<file path="config.mk">
export PLATFORM = sky130hd
export DESIGN_NAME = btn_conditioner
export DESIGN_NICKNAME = d
export VERILOG_FILES = /design/src/rtl/btn_pkg.sv /design/src/rtl/btn_channel.sv /design/src/rtl/btn_conditioner.sv
export SDC_FILE = /design/constraint.sdc
export NUM_CORES = 1
export LEC_CHECK = 0
export CORE_ASPECT_RATIO = 0.7
export CORE_MARGIN = 2
export CORE_UTILIZATION = 45
export CTS_CLUSTER_SIZE = 30
export DETAILED_ROUTE_END_ITERATION = 10
export SLEW_MARGIN = 20
export SYNTH_ARGS = -nofsm -noshare
export SYNTH_HDL_FRONTEND = slang
export SYNTH_SLANG_ARGS = --single-unit
</file>
<file path="constraint.sdc">
create_clock -name i_clk -period 13.1 [get_ports i_clk]
set_input_delay 3.275 -clock i_clk [delete_from_list [all_inputs] [get_ports i_clk]]
set_output_delay 3.275 -clock i_clk [all_outputs]
set_load 0.01 [all_outputs]
</file>
<file path="src/rtl/btn_pkg.sv">
// Shared types and elaboration-time helpers for the button conditioner.
// Hold-FSM encodings plus counter-width helpers used by every channel.
package btn_pkg;

    typedef enum logic [1:0] {
        ST_IDLE    = 2'd0,
        ST_PRESSED = 2'd1,
        ST_HELD    = 2'd2
    } hold_state_e;

    // Bits needed to hold 0..count-1; never less than one bit.
    function automatic int clog2_w(input int count);
        int w;
        w = 1;
        while ((1 << w) < count) begin
            w = w + 1;
        end
        return w;
    endfunction

    function automatic int max_int(input int a, input int b);
        return (a > b) ? a : b;
    endfunction

endpackage

</file>
<file path="src/rtl/btn_channel.sv">
// One button channel: two-flop synchroniser, stability-window debouncer,
// and a hold FSM producing long-press and auto-repeat pulses.
//
// state      | meaning
// -----------+-------------------------------------------------------------
// ST_IDLE    | debounced level low, hold counter parked at 0
// ST_PRESSED | press seen, counting towards the long-press pulse
// ST_HELD    | long press issued, counting repeat periods
module btn_channel
    import btn_pkg::*;
#(
    parameter int DEBOUNCE_CYC = 131072,
    parameter int LONG_CYC     = 100000000,
    parameter int REPEAT_CYC   = 20000000,
    parameter int REPEAT_EN    = 1
) (
    input  logic i_clk,
    input  logic i_rst,
    input  logic i_btn,
    output logic o_level,
    output logic o_press,
    output logic o_release,
    output logic o_long,
    output logic o_repeat
);

    localparam int DB_W   = clog2_w(DEBOUNCE_CYC);
    localparam int HOLD_W = clog2_w(max_int(LONG_CYC, REPEAT_CYC));

    localparam logic [DB_W-1:0]   DB_TC     = DB_W'(DEBOUNCE_CYC - 1);
    localparam logic [HOLD_W-1:0] LONG_TC   = HOLD_W'(LONG_CYC - 1);
    localparam logic [HOLD_W-1:0] REPEAT_TC = HOLD_W'(REPEAT_CYC - 1);
    localparam logic              REP_ON    = (REPEAT_EN != 0);

    logic              sync0;
    logic              sync1;
    logic [DB_W-1:0]   db_cnt;
    logic [DB_W-1:0]   db_cnt_nxt;
    logic              db_mismatch;
    logic              db_done;
    logic              rise_ev;
    logic              fall_ev;

    hold_state_e       state;
    hold_state_e       state_nxt;
    logic [HOLD_W-1:0] hold_cnt;
    logic [HOLD_W-1:0] hold_cnt_nxt;
    logic              long_nxt;
    logic              repeat_nxt;

    // Any cycle where the synchronised input agrees with o_level restarts the window.
    always_comb begin
        db_mismatch = (sync1 != o_level);
        db_done     = db_mismatch && (db_cnt == DB_TC);
        rise_ev     = db_done && sync1;
        fall_ev     = db_done && !sync1;
        db_cnt_nxt  = '0;
        if (db_mismatch && !db_done) begin
            db_cnt_nxt = db_cnt + DB_W'(1);
        end
    end

    always_ff @(posedge i_clk or posedge i_rst) begin
        if (i_rst) begin
            sync0     <= 1'b0;
            sync1     <= 1'b0;
            db_cnt    <= '0;
            o_level   <= 1'b0;
            o_press   <= 1'b0;
            o_release <= 1'b0;
        end else begin
            sync0     <= i_btn;
            sync1     <= sync0;
            db_cnt    <= db_cnt_nxt;
            o_press   <= rise_ev;
            o_release <= fall_ev;
            if (db_done) begin
                o_level <= sync1;
            end
        end
    end

    // The FSM reacts to the same-edge debounce events, so a release always
    // wins over a long/repeat terminal count landing on that edge.
    always_comb begin
        state_nxt    = state;
        hold_cnt_nxt = hold_cnt;
        long_nxt     = 1'b0;
        repeat_nxt   = 1'b0;
        case (state)
            ST_IDLE: begin
                hold_cnt_nxt = '0;
                if (rise_ev) begin
                    state_nxt = ST_PRESSED;
                end
            end
            ST_PRESSED: begin
                if (fall_ev) begin
                    state_nxt    = ST_IDLE;
                    hold_cnt_nxt = '0;
                end else if (hold_cnt == LONG_TC) begin
                    state_nxt    = ST_HELD;
                    hold_cnt_nxt = '0;
                    long_nxt     = 1'b1;
                end else begin
                    hold_cnt_nxt = hold_cnt + HOLD_W'(1);
                end
            end
            ST_HELD: begin
                if (fall_ev) begin
                    state_nxt    = ST_IDLE;
                    hold_cnt_nxt = '0;
                end else if (hold_cnt == REPEAT_TC) begin
                    hold_cnt_nxt = '0;
                    repeat_nxt   = REP_ON;
                end else begin
                    hold_cnt_nxt = hold_cnt + HOLD_W'(1);
                end
            end
            default: begin
                state_nxt    = ST_IDLE;
                hold_cnt_nxt = '0;
            end
        endcase
    end

    always_ff @(posedge i_clk or posedge i_rst) begin
        if (i_rst) begin
            state    <= ST_IDLE;
            hold_cnt <= '0;
            o_long   <= 1'b0;
            o_repeat <= 1'b0;
        end else begin
            state    <= state_nxt;
            hold_cnt <= hold_cnt_nxt;
            o_long   <= long_nxt;
            o_repeat <= repeat_nxt;
        end
    end

endmodule

</file>
<file path="src/rtl/btn_conditioner.sv">
// Multi-channel button front end: N_CH independent btn_channel instances
// whose per-channel outputs are packed into bit vectors.
module btn_conditioner
    import btn_pkg::*;
#(
    parameter int N_CH         = 5,
    parameter int DEBOUNCE_CYC = 131072,
    parameter int LONG_CYC     = 100000000,
    parameter int REPEAT_CYC   = 20000000,
    parameter int REPEAT_EN    = 1
) (
    input  logic            i_clk,
    input  logic            i_rst,
    input  logic [N_CH-1:0] i_btn,
    output logic [N_CH-1:0] o_level,
    output logic [N_CH-1:0] o_press,
    output logic [N_CH-1:0] o_release,
    output logic [N_CH-1:0] o_long,
    output logic [N_CH-1:0] o_repeat
);

    for (genvar ch = 0; ch < N_CH; ch++) begin : g_ch
        btn_channel #(
            .DEBOUNCE_CYC (DEBOUNCE_CYC),
            .LONG_CYC     (LONG_CYC),
            .REPEAT_CYC   (REPEAT_CYC),
            .REPEAT_EN    (REPEAT_EN)
        ) u_channel (
            .i_clk     (i_clk),
            .i_rst     (i_rst),
            .i_btn     (i_btn[ch]),
            .o_level   (o_level[ch]),
            .o_press   (o_press[ch]),
            .o_release (o_release[ch]),
            .o_long    (o_long[ch]),
            .o_repeat  (o_repeat[ch])
        );
    end

endmodule

</file>
==> flow_metrics.py, run 1 <==
metrics = {
    "worst_setup_path": {
        "cp-end-kind": "asynchronous set/reset pin",
        "crit_arrival_ns": 6.11,
        "max_stage_delay_ns": 0.86,
        "required_ns": 13.67,
        "cp_slowest_cell": "buf_4",
        "cp_max_fo": 125,
        "crit_chain": "clkdlybuf4s50_1, inv_8, buf_4, buf_4",
        "crit_buf_inv": 4,
        "critical-path-top-cell-by-count": "buf_4",
        "crit_family": "buffers and inverters",
        "critPathLaunchType": "input port",
        "path_class": "input port to asynchronous set/reset pin",
    },
    "run_status": {
        "status": "finished, final reports clean",
    },
    "placed_design": {
        "portBuffers": 31,
        "hpwl_um": 18800,
        "dp_slack_ns": 6.71,
        "gp_congestion": 0.815,
        "placed_cell_area_um2": 14400,
    },
    "timing": {
        "setup_tns_ns": 0,
        "period_needed_ns": 5.55,
        "fin_ws_ns": 7.55,
        "max_freq_ghz": 0.180,
        "setup_viol": 0,
        "finClkSkew_ns": 0.0147,
        "hold_viol_final": 0,
        "rsz0062_at_grt": "no",
        "drv_slew": 0,
        "slew_headroom": 0.271,
        "fin_hold_ws_ns": 0.351,
        "tightest_slew_ns": 1.09,
        "fin_crit_sh": 0.423,
    },
    "power_and_ir_drop": {
        "pwr-share-comb": 0.018,
        "pwr-share-clk": 0.488,
        "seqPwrFrac": 0.494,
        "ir_drop_mv": 0.0959,
        "netSwitchingPower_uw": 366,
        "swShare": 0.218,
        "p_leak_nw": 5.77,
        "powerDensity_nw_per_um2": 109,
        "internal_power_mw": 1.31,
    },
    "yosys": {
        "synth_edf_count": 0,
        "ys_ff_latch": 265,
        "ys_types": 52,
        "netlist_instances": 1404,
        "synthFlopType": "dfrtp_1",
        "synth_nets": 1441,
        "yosys_warnings": 0,
        "synth_area_per_cell_um2": 9.96,
        "syn-cell-area_um2": 14000,
        "synth_seq_area_share": 0.474,
        "async_flop_share": 1.00,
    },
    "clock_network": {
        "clkTransAtPathRegs_ns": 0.06,
        "htree_levels": 1,
        "cts_tree": "yes",
        "postCtsSetupRepairBufs": 0,
        "cts_made_buffers": 28,
        "clkLatencyLatePin_ns": 0.57,
        "clock-sinks": 265,
        "clock_path_buffers": 3,
        "hold_buffers": 0,
        "clock-root-buffer": "clkbuf_16",
        "cts_resized": 0,
    },
    "route": {
        "drc": 0,
        "first_pass_iters": 5,
        "drt_wl_total_um": 29600,
        "routed-via-count": 10600,
        "ant_nets": 0,
        "routed_via_density": 5.85,
        "wire_per_inst_um": 16.4,
        "drtIter0Drc": 965,
    },
    "die": {
        "initial_core_util": 0.461,
        "die_x_um": 215,
        "fp.coreArea_um2": 30300,
        "dieArea_um2": 32500,
        "core.rowCount": 53,
        "die_h_um": 151,
        "ioPinCount": 32,
    },
    "global_routing": {
        "grt_max_degree": 126,
        "grt_pass1_vias": 10100,
        "antenna_found_initial": 0,
        "grt_overflow": 0,
        "grt_pass1_wl_um": 51600,
        "track_usage": 0.187,
    },
    "final_layout": {
        "n_fill_cell": 2781,
        "drive_above_1_share": 0.0546,
        "area_growth_syn_to_layout_pct": 9.66,
        "nets": 1409,
        "design_area_um2": 15300,
        "diodes": 0,
    },
    "flow_run": {
        "max-cap-violations": 0,
    },
    "min_path": {
        "hold_path_class": "flip-flop to flip-flop",
    },
}
-- layout by cell type (no fill, tap or decap), types with 4 or more instances in the layout --
cell type	netlist	layout
a22oi_1	19	19
xor2_1	71	71
a21boi_0	5	5
clkinv_1	4	4
clkbuf_8	0	9
or3_1	44	44
dfrtp_1	265	265
a221oi_1	48	48
and4_1	28	28
clkdlybuf4s50_1	0	31
o21ai_0	40	40
mux2i_1	5	5
nor4_1	30	30
nor2_1	83	83
ha_1	30	30
and2_1	23	23
nand3_1	73	73
inv_1	46	45
and3_1	20	20
clkbuf_16	0	28
xnor2_1	56	56
a211oi_1	56	56
nor4bb_1	7	7
o31ai_1	34	34
nand3b_1	9	9
clkinv_2	0	6
or4_1	53	53
nand2_1	82	82
clkbuf_1	61	5
nor3_1	14	14
or2_2	11	11
a21oi_1	33	33
buf_4	25	5
nand4_1	78	78
-- area by class of cell --
type / instances / area [um^2] / share of cell area
sequential: 265 / 6630 / 0.433
timing repair buffer: 36 / 348 / 0.0227
clock buffer: 42 / 843 / 0.0550
tap: 412 / 515 / 0.0336
clock inverter: 9 / 106 / 0.00694
inverter: 50 / 195 / 0.0127
multi-input combinational: 991 / 6690 / 0.437
-- cell families after synthesis --
| group | Yosys count | share of synthesized area |
|---|---|---|
| compound gates | 254 | 0.130 |
| xor+xnor | 127 | 0.0796 |
| fa+ha+maj | 30 | 0.0268 |
| buf+inv | 148 | 0.0484 |
| flops | 265 | 0.474 |
| mux | 8 | 0.00600 |
| simple gates | 572 | 0.234 |
-- registers in the layout, indices dropped and copies added, names as in the netlist --
name / count
g_ch.u_channel.o_release: 5
g_ch.u_channel.sync0: 5
g_ch.u_channel.o_press: 5
g_ch.u_channel.db_cnt: 85
g_ch.u_channel.o_level: 5
g_ch.u_channel.state: 10
g_ch.u_channel.o_repeat: 5
g_ch.u_channel.o_long: 5
g_ch.u_channel.sync1: 5
g_ch.u_channel.hold_cnt: 135
-- per-layer routing --
metal / routed length (um) / GRT usage / up-vias
li1: - / - / 5190
met1: 15800 / 0.297 / 5177
met2: 12200 / 0.266 / 153
met3: 1120 / 0.0283 / 40
met4: 519 / 0.0417 / 0
met5: 0 / 0 / -
-- power by group through the flow --
stage                     registers [mW]  logic (mW)  clock network (mW)
final                              0.829      0.0301               0.819
after global placement             0.843      0.0317                   0
after floorplan                    0.843      0.0220                   0
after global routing               0.829      0.0358               0.876
after detailed placement           0.844      0.0320                   0
after CTS                          0.829      0.0321               0.839
-- worst paths after layout --
| path | from | to | slack, ns | cells past startpoint |
|---|---|---|---|---|
| max | i_rst | g_ch[1].u_channel.hold_cnt[24]$_DFF_PP0_ | 7.55 | 4 |
| min | g_ch[2].u_channel.sync0$_DFF_PP0_ | g_ch[2].u_channel.sync1$_DFF_PP0_ | 0.35 | 0 |
| max reg2reg | g_ch[1].u_channel.hold_cnt[9]$_DFF_PP0_ | g_ch[1].u_channel.hold_cnt[20]$_DFF_PP0_ | 10.02 | 4 |
| min reg2reg | g_ch[2].u_channel.sync0$_DFF_PP0_ | g_ch[2].u_channel.sync1$_DFF_PP0_ | 0.35 | 0 |
| max in group i_clk | g_ch[4].u_channel.o_level$_DFFE_PP0N_ | o_level[4] | 8.29 | 1 |
| min in group asynchronous | i_rst | g_ch[4].u_channel.hold_cnt[4]$_DFF_PP0_ | 3.29 | 2 |
-- stage by stage --
| stage | util | power (mW) | instances |
|---|---|---|---|
| 2_1_floorplan | - | 0.865 | 1404 |
| 3_3_place_gp | 0.474 | 0.875 | 1754 |
| 3_5_place_dp | 0.475 | 0.876 | 1754 |
| 4_1_cts | 0.506 | 1.70 | 1805 |
| 5_1_grt | 0.506 | 1.74 | 1805 |
| 6_report | 0.506 | 1.68 | 1805 |
-- worst reg2reg max path, stage by stage, from the launching register on --
cell and delay [ns]:
dfrtp_1 0.44, or4_1 0.55, or4_1 0.67, o31ai_4 0.98, a221oi_1 0.26
-- Yosys cell counts, types with 28 or more instances --
cell type / instances / share of area
dfrtp_1: 265 / 0.47
nor2_1: 83 / 0.022
nand2_1: 82 / 0.022
nand4_1: 78 / 0.035
nand3_1: 73 / 0.026
xor2_1: 71 / 0.044
clkbuf_1: 61 / 0.016
a211oi_1: 56 / 0.030
xnor2_1: 56 / 0.035
or4_1: 53 / 0.028
a221oi_1: 48 / 0.030
inv_1: 46 / 0.012
or3_1: 44 / 0.020
o21ai_0: 40 / 0.014
o31ai_1: 34 / 0.018
a21oi_1: 33 / 0.012
ha_1: 30 / 0.027
nor4_1: 30 / 0.013
and4_1: 28 / 0.018
(Power assumes the default switching activity.)
==> run 2, diff against run 1 <==
Clock period 13.1 ns to 4.5 ns, I/O delays scaled along.
==> flow_metrics.py, run 2 (same netlist as run 1, synthesis figures left out) <==
metrics = {
    "run_status": {
        "status": "finished, final reports clean",
    },
    "timing": {
        "slew_headroom": 0.389,
        "period_needed_ns": 2.90,
        "tightest_slew_ns": 0.908,
        "finClkSkew_ns": 0.0192,
        "drv_slew": 0,
        "fin_crit_sh": 0.645,
        "setup_viol": 0,
        "hold_viol_final": 0,
        "fin_ws_ns": 1.60,
        "rsz0062_at_grt": "no",
        "max_freq_ghz": 0.344,
    },
    "clock_network": {
        "clock-root-buffer": "clkbuf_16",
        "clock_path_buffers": 3,
        "htree_levels": 1,
        "cts_tree": "yes",
        "hold_buffers": 0,
        "clkLatencyLatePin_ns": 0.55,
        "cts_made_buffers": 28,
        "cts_resized": 0,
        "clock-sinks": 265,
        "postCtsSetupRepairBufs": 0,
        "clkTransAtPathRegs_ns": 0.06,
    },
    "route": {
        "first_pass_iters": 5,
        "routed_via_density": 5.84,
        "ant_nets": 0,
        "drt_wl_total_um": 29600,
        "drtIter0Drc": 831,
        "wire_per_inst_um": 16.4,
        "routed-via-count": 10600,
        "drc": 0,
    },
    "die": {
        "initial_core_util": 0.461,
        "dieArea_um2": 32500,
        "die_x_um": 215,
        "die_h_um": 151,
        "fp.coreArea_um2": 30300,
        "ioPinCount": 32,
        "core.rowCount": 53,
    },
    "final_layout": {
        "area_growth_syn_to_layout_pct": 9.90,
        "top_register": "g_ch.u_channel.hold_cnt",
        "largestRegisters": "g_ch.u_channel.hold_cnt x135, g_ch.u_channel.db_cnt x85, g_ch.u_channel.state x10",
        "diodes": 0,
        "nets": 1412,
        "largest_reg_flops": 135,
        "design_area_um2": 15400,
        "final_cell_mix": "265 x dfrtp_1, 83 x nor2_1, 82 x nand2_1, 78 x nand4_1, 73 x nand3_1",
        "drive_above_1_share": 0.0565,
        "final_common_cell": "dfrtp_1",
    },
    "placed_design": {
        "dp_slack_ns": 1.48,
        "hpwl_um": 18900,
        "placed_cell_area_um2": 14400,
        "portBuffers": 31,
        "gp_congestion": 0.854,
    },
    "global_routing": {
        "grt_overflow": 0,
        "grt_pass1_vias": 9929,
        "grt_max_degree": 107,
        "antenna_found_initial": 0,
        "grt_pass1_wl_um": 51200,
        "track_usage": 0.187,
    },
    "worst_setup_path": {
        "crit_family": "simple AND/OR/NAND/NOR gates",
        "crit_buf_inv": 0,
        "crit_arrival_ns": 3.30,
        "cp-end-kind": "flip-flop",
        "cp_slowest_cell": "a31o_2",
        "max_stage_delay_ns": 0.51,
        "cp_max_fo": 27,
        "critical-path-top-cell-by-count": "ha_1",
        "critPathLaunchType": "flip-flop",
        "crit_chain": "ha_1, nand4_1, or3_1, nor3_1, ha_1, nand3b_1, nand2_1, a31o_2, a221oi_1",
        "required_ns": 4.89,
        "path_class": "flip-flop to flip-flop",
    },
    "power_and_ir_drop": {
        "p_leak_nw": 5.78,
        "ir_drop_mv": 0.291,
        "powerDensity_nw_per_um2": 313,
    },
    "flow_run": {
        "max-cap-violations": 0,
    },
    "min_path": {
        "hold_path_class": "flip-flop to flip-flop",
    },
}
[run 2: cell types whose count changed in the layout (fill, tap and decap cells not counted), sizes merged]
cell,delta
clkinvlp,+3
bufinv,-1
clkbuf,-1
buf,+3
[run 2: path summary, 6_finish.rpt]
path | depth (start not counted) | endpoint | startpoint | slack, ns
worst min register to register | 0 | g_ch[2].u_channel.sync1$_DFF_PP0_ | g_ch[2].u_channel.sync0$_DFF_PP0_ | 0.35
min in group asynchronous | 2 | g_ch[1].u_channel.hold_cnt[25]$_DFF_PP0_ | i_rst | 0.97
worst max register to register | 9 | g_ch[3].u_channel.hold_cnt[15]$_DFF_PP0_ | g_ch[3].u_channel.db_cnt[0]$_DFF_PP0_ | 1.60
worst min-delay path | 0 | g_ch[2].u_channel.sync1$_DFF_PP0_ | g_ch[2].u_channel.sync0$_DFF_PP0_ | 0.35
max in group asynchronous | 3 | g_ch[2].u_channel.state[1]$_DFFE_PP0P_ | i_rst | 2.64
worst max-delay path | 9 | g_ch[3].u_channel.hold_cnt[15]$_DFF_PP0_ | g_ch[3].u_channel.db_cnt[0]$_DFF_PP0_ | 1.60
[run 2: metal layers]
metal / vias up / wire length [um] / share of wire / global-route usage
li1: 5187 / - / - / -
met1: 5124 / 16000 / 0.54 / 0.304
met2: 222 / 11700 / 0.40 / 0.257
met3: 37 / 1410 / 0.047 / 0.0307
met4: 0 / 477 / 0.016 / 0.0354
met5: - / 0 / 0 / 0
[run 2: power by group]
group / internal, mW / switching, mW / total, mW
registers: 2.40 / 0.0142 / 2.41
logic: 0.0249 / 0.0674 / 0.0923
clock network: 1.34 / 0.969 / 2.31
[run 2: layout make-up]
cell class,count,area (um^2)
flip-flops and latches,265,6630
well taps,412,515
inverters,50,191
multi-input cells,991,6690
clock buffers,41,831
clock inverters,11,88.8
fillers,2745,14900
repair buffers,39,415
[run 2: worst register-to-register path: cells and delay by family (launching register included)]
family	cells	cell delay (ns)
AOI/OAI and AO/OA	2	0.72
adders and majority gates	2	0.50
DFF	1	0.39
and+or+nand+nor	5	1.14
[run 2: through the flow]
step	cells	TNS [ns]	util	total power, mW	hold slack [ns]
5_1_grt	1809	0	0.507	4.99	0.356
2_1_floorplan	1404	-32.46	-	2.52	0.331
3_5_place_dp	1756	0	0.476	2.55	0.336
6_report	1809	0	0.507	4.81	0.349
4_1_cts	1808	0	0.506	4.89	0.350
3_3_place_gp	1756	0	0.476	2.55	0.333
==> run 3, diff against run 2 <==
Clock period 4.5 ns to 2.5 ns, I/O delays scaled along.
==> flow_metrics.py, run 3 (same netlist as run 1, synthesis figures left out) <==
metrics = {
    "die": {
        "core.rowCount": 53,
        "die_h_um": 151,
        "dieArea_um2": 32500,
        "ioPinCount": 32,
        "fp.coreArea_um2": 30300,
        "initial_core_util": 0.461,
        "die_x_um": 215,
    },
    "final_layout": {
        "diodes": 0,
        "top_register": "g_ch.u_channel.hold_cnt",
        "design_area_um2": 16200,
        "n_fill_cell": 2671,
        "final_util": 0.536,
        "largestRegisters": "g_ch.u_channel.hold_cnt x135, g_ch.u_channel.db_cnt x85, g_ch.u_channel.state x10",
        "nets": 1498,
        "area_growth_syn_to_layout_pct": 16.2,
        "largest_reg_flops": 135,
        "final_common_cell": "dfrtp_1",
        "drive_above_1_share": 0.120,
        "final_cell_mix": "265 x dfrtp_1, 83 x nor2_1, 80 x nand2_1, 78 x nand4_1, 73 x nand3_1",
    },
    "clock_network": {
        "cts_tree": "yes",
        "htree_levels": 1,
        "clock-sinks": 265,
        "clkTransAtPathRegs_ns": 0.06,
        "cts_made_buffers": 28,
        "clkLatencyLatePin_ns": 0.55,
        "clock_path_buffers": 3,
        "clock-root-buffer": "clkbuf_16",
    },
    "worst_setup_path": {
        "crit_chain": "ha_1, and4_1, nand3_1, nor2_1, ha_2, nand3b_1, and3_1, o31ai_2, clkbuf_16, a22oi_1",
        "crit_arrival_ns": 2.81,
        "crit_buf_inv": 1,
        "cp-end-kind": "flip-flop",
        "cp_slowest_cell": "dfrtp_1",
        "crit_family": "simple AND/OR/NAND/NOR gates",
        "cp_max_fo": 7,
        "required_ns": 2.92,
        "max_stage_delay_ns": 0.37,
        "path_class": "flip-flop to flip-flop",
        "critPathLaunchType": "flip-flop",
    },
    "power_and_ir_drop": {
        "powerDensity_nw_per_um2": 540,
        "seqPwrFrac": 0.495,
        "pwr-share-clk": 0.483,
        "pwr-share-comb": 0.022,
        "netSwitchingPower_mw": 1.89,
        "ir_drop_mv": 0.490,
        "internal_power_mw": 6.89,
        "swShare": 0.215,
        "p_leak_nw": 6.27,
    },
    "route": {
        "wire_per_inst_um": 16.1,
        "highest_layer": "met4",
        "drt_wl_total_um": 30500,
        "first_pass_iters": 5,
        "dr_wl_met3_um": 1570,
        "drtIter0Drc": 678,
        "ant_nets": 0,
        "drc": 0,
        "routed-via-count": 11000,
        "wirelength_met1_um": 16000,
        "dr_wl_met2_um": 12600,
        "routed_via_density": 5.84,
    },
    "timing": {
        "fin_hold_ws_ns": 0.339,
        "setup_viol": 0,
        "slew_headroom": 0.550,
        "tightest_slew_ns": 0.674,
        "fin_crit_sh": 0.954,
        "finClkSkew_ns": 0.00724,
        "hold_viol_final": 0,
        "drv_slew": 0,
        "period_needed_ns": 2.38,
        "max_freq_ghz": 0.419,
        "setup_tns_ns": 0,
    },
    "placed_design": {
        "placed_cell_area_um2": 15100,
        "gp_congestion": 0.861,
        "portBuffers": 31,
        "hpwl_um": 20200,
    },
    "global_routing": {
        "grt_pass1_wl_um": 52100,
        "grt_pass1_vias": 10500,
        "grt_max_degree": 84,
        "grt_overflow": 0,
        "antenna_found_initial": 0,
        "track_usage": 0.189,
    },
    "min_path": {
        "hold_path_class": "input port to asynchronous set/reset pin",
    },
    "run_status": {
        "status": "finished, final reports clean",
    },
    "flow_run": {
        "max-cap-violations": 0,
    },
}
[run 3: cell count changes in the layout (fill, tap and decap cells not counted), sizes merged]
cell | before | now
buf | 8 | 93
bufinv | 1 | 3
clkinvlp | 3 | 1
inv | 46 | 45
clkbuf | 41 | 39
[run 3: worst paths after layout]
path / start / depth (start not counted) / slack, ns / to
hold / removal: i_rst / 2 / 0.34 / g_ch[0].u_channel.db_cnt[11]$_DFF_PP0_
setup / recovery: g_ch[0].u_channel.db_cnt[0]$_DFF_PP0_ / 10 / 0.12 / g_ch[0].u_channel.hold_cnt[15]$_DFF_PP0_
hold reg to reg: g_ch[2].u_channel.sync0$_DFF_PP0_ / 0 / 0.35 / g_ch[2].u_channel.sync1$_DFF_PP0_
max in group asynchronous: i_rst / 3 / 1.47 / g_ch[2].u_channel.db_cnt[8]$_DFF_PP0_
setup reg to reg: g_ch[0].u_channel.db_cnt[0]$_DFF_PP0_ / 10 / 0.12 / g_ch[0].u_channel.hold_cnt[15]$_DFF_PP0_
min in group i_clk: g_ch[2].u_channel.sync0$_DFF_PP0_ / 0 / 0.35 / g_ch[2].u_channel.sync1$_DFF_PP0_
[run 3: per-stage QoR]
step / std cells / power (mW) / setup slack [ns]
CTS: 1878 / 8.91 / 0.0152
detailed placement: 1830 / 4.62 / 0.0261
global placement: 1830 / 4.62 / 0.104
floorplan: 1404 / 4.53 / -1.62
global route: 1891 / 9.12 / -0.0689
finish: 1891 / 8.77 / 0.116
[run 3: area by class of cell]
cell class	instances	area, um^2	area share
multi-input cells	991	6750	0.415
flip-flops and latches	265	6630	0.408
repair buffers	125	1250	0.0767
clock buffers	38	790	0.0486
well taps	412	515	0.0317
inverters	50	191	0.0118
clock inverters	10	129	0.00793
[run 3: power by group through the flow]
stage	clock network, mW	registers [mW]	logic, mW
after global placement	0	4.42	0.198
after global routing	4.55	4.34	0.225
after floorplan	0	4.42	0.116
final	4.24	4.34	0.194
after CTS	4.37	4.34	0.199
after detailed placement	0	4.42	0.199
[run 3: timing repair]
item	CTS	global route
buffers inserted	0	10
hold buffers	0	0
endpoints found under the setup margin	0	86
gates resized for setup	0	22
[run 3: per-layer routing]
metal  vias to the layer above  GRT usage
li1                       5358          -
met1                      5400      0.292
met2                       253      0.278
met3                        30     0.0333
met4                         0     0.0396
met5                         -          0
